==> src/rtl/inertial_integrator.sv <==
// rtl/inertial_integrator.sv - gyro offset calibration and pitch integration for balance_cntrl
//
// Purpose: averages 2^CAL_LOG2 raw gyro samples after reset to find the rate
// offset. Afterwards every vld sample is offset-compensated, saturated to 16 bits
// and integrated into a 27-bit pitch accumulator. The optional Z-accel fusion
// nudges the integral by +/-1024 per sample towards the accel pitch estimate.
//
// Configuration macro: INERT_FUSION_EN (defined -> accel fusion built in).
//
// Parameters:
//   fast_sim    1 -> 16 calibration samples, 0 -> 256 calibration samples
//   AZ_OFFSET   signed Z-accel zero offset subtracted before fusion
//
// Ports:
//   clk          in   system clock, rising edge
//   rst_n        in   asynchronous active-low reset
//   vld          in   one-cycle strobe, ptch_rt_raw/AZ valid
//   ptch_rt_raw  in   signed raw gyro pitch rate
//   AZ           in   signed raw Z acceleration
//   ptch         out  signed pitch estimate, ptch_int[26:11]
//   ptch_rt      out  signed offset-compensated pitch rate
//   ptch_vld     out  one-cycle strobe, ptch/ptch_rt updated
//   cal_done     out  high once the gyro offset has been captured

module inertial_integrator #(
   parameter bit          fast_sim  = 1'b1,
   parameter logic [15:0] AZ_OFFSET = 16'h00A0
) (
   input  logic        clk,
   input  logic        rst_n,
   input  logic        vld,
   input  logic [15:0] ptch_rt_raw,
   input  logic [15:0] AZ,
   output logic [15:0] ptch,
   output logic [15:0] ptch_rt,
   output logic        ptch_vld,
   output logic        cal_done
);

   localparam int         CAL_LOG2 = fast_sim ? 4 : 8;
   localparam logic [8:0] CAL_N    = 9'(1 << CAL_LOG2);

   localparam logic signed [28:0] INT_MAX = 29'sd67108863;   //  2^26 - 1
   localparam logic signed [28:0] INT_MIN = -29'sd67108864;  // -2^26

   typedef enum logic {CAL, RUN} state_t;

   state_t              state;
   logic signed [23:0]  cal_sum;
   logic        [8:0]   cal_cnt;
   logic signed [15:0]  offset;
   logic signed [26:0]  ptch_int;

   logic signed [23:0]  cal_next;
   logic signed [16:0]  diff;
   logic signed [15:0]  comp;
   logic signed [28:0]  fus;
   logic signed [28:0]  int_sum;
   logic signed [26:0]  int_next;

`ifdef INERT_FUSION_EN
   logic        [15:0]  az_c;
   logic signed [25:0]  prod;
   logic signed [15:0]  ptch_acc;
`endif

   assign ptch = ptch_int[26:11];

   always_comb begin
      cal_next = cal_sum + 24'(signed'(ptch_rt_raw));

      // 17-bit difference cannot overflow; clamp back into 16 bits
      diff = 17'(signed'(ptch_rt_raw)) - 17'(offset);
      if (diff > 17'sd32767)
         comp = 16'sh7FFF;
      else if (diff < -17'sd32768)
         comp = 16'sh8000;
      else
         comp = diff[15:0];

`ifdef INERT_FUSION_EN
      az_c     = AZ - AZ_OFFSET;
      prod     = 26'(signed'(az_c)) * 26'sd327;
      // arithmetic shift by 13 then truncate == sign-extended prod[25:13]
      ptch_acc = 16'(prod >>> 13);
      fus      = (ptch_acc > signed'(ptch)) ? 29'sd1024 : -29'sd1024;
`else
      // AZ has no function without fusion; folded in as a constant zero so
      // the port and offset parameter remain referenced
      fus = 29'((AZ ^ AZ_OFFSET) & ~(AZ ^ AZ_OFFSET));
`endif

      // 29 bits hold any 27-bit value minus a 16-bit value plus 1024
      int_sum = 29'(ptch_int) - 29'(comp) + fus;
      if (int_sum > INT_MAX)
         int_next = INT_MAX[26:0];
      else if (int_sum < INT_MIN)
         int_next = INT_MIN[26:0];
      else
         int_next = int_sum[26:0];
   end

   always_ff @(posedge clk or negedge rst_n) begin
      if (!rst_n) begin
         state    <= CAL;
         cal_sum  <= '0;
         cal_cnt  <= '0;
         offset   <= '0;
         ptch_int <= '0;
         ptch_rt  <= '0;
         ptch_vld <= 1'b0;
         cal_done <= 1'b0;
      end else begin
         ptch_vld <= 1'b0;
         case (state)
            CAL: begin
               if (vld) begin
                  cal_sum <= cal_next;
                  cal_cnt <= cal_cnt + 9'd1;
                  if (cal_cnt + 9'd1 == CAL_N) begin
                     offset   <= 16'(cal_next >>> CAL_LOG2);
                     state    <= RUN;
                     cal_done <= 1'b1;
                  end
               end
            end
            RUN: begin
               if (vld) begin
                  ptch_rt  <= comp;
                  ptch_int <= int_next;
                  ptch_vld <= 1'b1;
               end
            end
            default: state <= CAL;
         endcase
      end
   end

endmodule

==> config.mk <==
export PLATFORM = sky130hd
export DESIGN_NAME = inertial_integrator
export DESIGN_NICKNAME = d
export VERILOG_FILES = /design/src/rtl/inertial_integrator.sv
export SDC_FILE = /design/constraint.sdc
export NUM_CORES = 1
export LEC_CHECK = 0
export CAP_MARGIN = 40
export CORE_ASPECT_RATIO = 0.9
export CORE_MARGIN = 5
export CORE_UTILIZATION = 64
export CTS_CLUSTER_DIAMETER = 40
export CTS_CLUSTER_SIZE = 24
export DETAILED_ROUTE_END_ITERATION = 8
export PLACE_DENSITY = 0.89
export REMOVE_ABC_BUFFERS = 1
export SYNTH_ARGS = -nofsm -noshare
export SYNTH_HDL_FRONTEND = slang
export SYNTH_SLANG_ARGS = --single-unit
==> constraint.sdc <==
create_clock -name clk -period 14.63 [get_ports clk]
set_input_delay 2.926 -clock clk [delete_from_list [all_inputs] [get_ports clk]]
set_output_delay 2.926 -clock clk [all_outputs]
set_load 0.05 [all_outputs]
==> reports/metrics.yaml <==
cp.required_ns: 14.89
wire_per_inst_um: 15.69
ys_seq_area_share_pct: 30.85
rr_startpoint: "offset[0]"
synth-seq-cells: 91
async_flop_share_pct: 100.0
die_w_um: 123.2
synth_cells: 832
period_share_pct: 68.22
worst_setup_path_start_kind: "input port"
cts_resized: 0
fillers: 818
vias_per_cell: 5.967
port_buffers: 52
final_cell_mix: "nand2_1, ha_1, dfrtp_1"
route.detailed.drc: 0
outcome: "finished, final reports clean"
grt-ovfl-total: 0
worstMarginPinSlew_ns: 0.8783
yosysTopAreaCellShare_pct: 30.85
setup_viol: 0
die_h_um: 111.9
ctsRootBufferMaster: "clkbuf_16"
hp-class: "flop to flop"
diodes: 0
final_nets: 984
io_pins: 69
gp_congestion: 0.9046
fin_skew_ns: 0.007958
clkLatencyLatePin_ns: 0.34
grt_max_degree: 66
hold_violations: 0
num_vias: 6062
core_um2: 11340
routed_wl_um: 15940
path_max_fanout: 16
grt_pass1_vias: 5798
holdPathEnd: "cal_done"
crit_path_end_kind: "flop"
drv_slew: 0
regToRegEndpoint: "ptch_int[4]"
cts_setup_buffers: 0
clock_sinks: 91
crit_path_max_incr_delay_ns: 0.66
post-route-min-period_ns: 9.980
synth_top_cells_by_area: "dfrtp_1, ha_1, nand2_1, xnor2_1, o21ai_0"
fmax_mhz: 100.2
clk_pin_slew_ns: 0.07
slowest_stage: "o21ai_2"
worstHoldStart: "cal_done"
rows: 37
r2r_setup_slack_ns: 7.36
dp_hpwl_um: 11790
syn_avg_cell_area_um2: 8.871
cp.arrival_ns: 10.24
reg2reg_depth: 24
cts-buffers-inserted: 9
yosysWarnings: 0
synth.distinct_cells: 65
crit_type: "input port to flop"
clk_path_buf_depth: 2
cts-htree-levels: 3
drv_cap: 0
holdBufCountCts: 0
grt.total_usage_pct: 23.98
tns_ns: 0
grt_antenna_before_repair: 0
syn_area_um2: 7381
synth_ff_type: "dfrtp_1"
antenna_left: 0
start_util_pct: 65.07
dieArea_um2: 13780
synth_edf_count: 0
first_pass_iters: 6
rsz0062_at_grt: "no"
final_common_cell: "nand2_1"
yosys.area.top_type: "dfrtp_1"
tritoncts: "built"
drive_above_1_share_pct: 6.395
area_growth_pct: 10.09
grt_pass1_wl_um: 27250
maxSlewHeadroom_pct: 41.33
min_path_cells: 1
first_iter_violations: 438
critical path, delay by kind of cell:
kind,cells,cell delay (ns)
compound gates,15,4.02
fa+ha+maj,4,1.42
simple gates,5,1.32
buf+inv,2,0.54
flip-flops by register name, summed over array words and instances (netlist names):
name and flops:
cal_sum 20, offset 16, cal_cnt 9, state 1, ptch_int 27, cal_done 1, ptch_rt 16, ptch_vld 1
how the worst max path moves through the flow:
stage | slack [ns] | start | to | cells past startpoint
after floorplan | 6.11 | ptch_rt_raw[0] | ptch_int[0] | 25
after global placement | 4.63 | ptch_rt_raw[0] | ptch_int[3] | 26
after detailed placement | 4.54 | ptch_rt_raw[0] | ptch_int[15] | 26
after CTS | 4.75 | ptch_rt_raw[0] | ptch_int[4] | 26
after global routing | 4.18 | ptch_rt_raw[0] | ptch_int[4] | 26
final | 4.65 | ptch_rt_raw[0] | ptch_int[4] | 26
synthesized netlist by cell type, types with 4 or more instances:
library cell	instances
xnor2_1	33
and2_1	8
o21bai_1	7
o211ai_2	4
or3_1	6
a22o_1	15
nor2_1	46
xor2_1	23
nand2b_1	6
ha_1	91
nand4_1	5
clkbuf_1	13
or2_2	5
nor3_1	17
buf_2	4
o21ai_0	52
inv_1	35
o21a_1	13
buf_6	6
o21ai_1	24
a21o_1	19
dfrtp_1	91
mux2i_1	14
nor2b_1	9
a31oi_1	34
nand2_1	110
nand3_1	16
a211oi_1	5
a21oi_1	43
and3_1	7
buf_4	18
per-layer routing:
layer	wire length (um)	global-route usage (%)	vias to the layer above
met5	0	0	-
met1	7511	33.97	2885
met2	7533	38.12	134
met4	197	6.125	0
li1	-	-	3024
met3	698	4.063	19
metrics by stage:
stage          instances  area [um2]  utilization (%)  hold slack (ns)  worst slack [ns]
3_3_place_gp         999        7838            69.10           0.4506             4.627
3_5_place_dp        1000        7853            69.23           0.4568             4.539
2_1_floorplan        786        7084                -           0.4498             6.114
5_1_grt             1016        8125            71.64           0.4995             4.181
6_report            1016        8125            71.64           0.4670             4.650
4_1_cts             1016        8125            71.64           0.4714             4.752
cell type report:
| type | instances | area, um2 | area share (%) |
|---|---|---|---|
| inverter | 35 | 131.4 | 1.617 |
| sequential | 91 | 2277 | 28.03 |
| timing repair buffer | 58 | 570.5 | 7.022 |
| clock inverter | 4 | 26.28 | 0.3234 |
| tap | 156 | 195.2 | 2.402 |
| multi-input combinational | 660 | 4678 | 57.58 |
| clock buffer | 12 | 246.5 | 3.034 |
cell families (layout without fill, tap and decap cells):
kind of cell / after synthesis / count (layout) / synth area share [%]
xor gates and xnor gates: 56 / 56 / 6.645
adders and majority gates: 94 / 94 / 16.24
buffers and inverters: 81 / 109 / 5.798
and+or+nand+nor: 246 / 246 / 15.56
AOI/OAI and AO/OA: 250 / 250 / 23.00
DFF: 91 / 91 / 30.85
muxes: 14 / 14 / 1.899
Power is left out: the tool's default activity adds up to more than one toggle a clock period on the data nets, which glitch-free logic cannot reach.
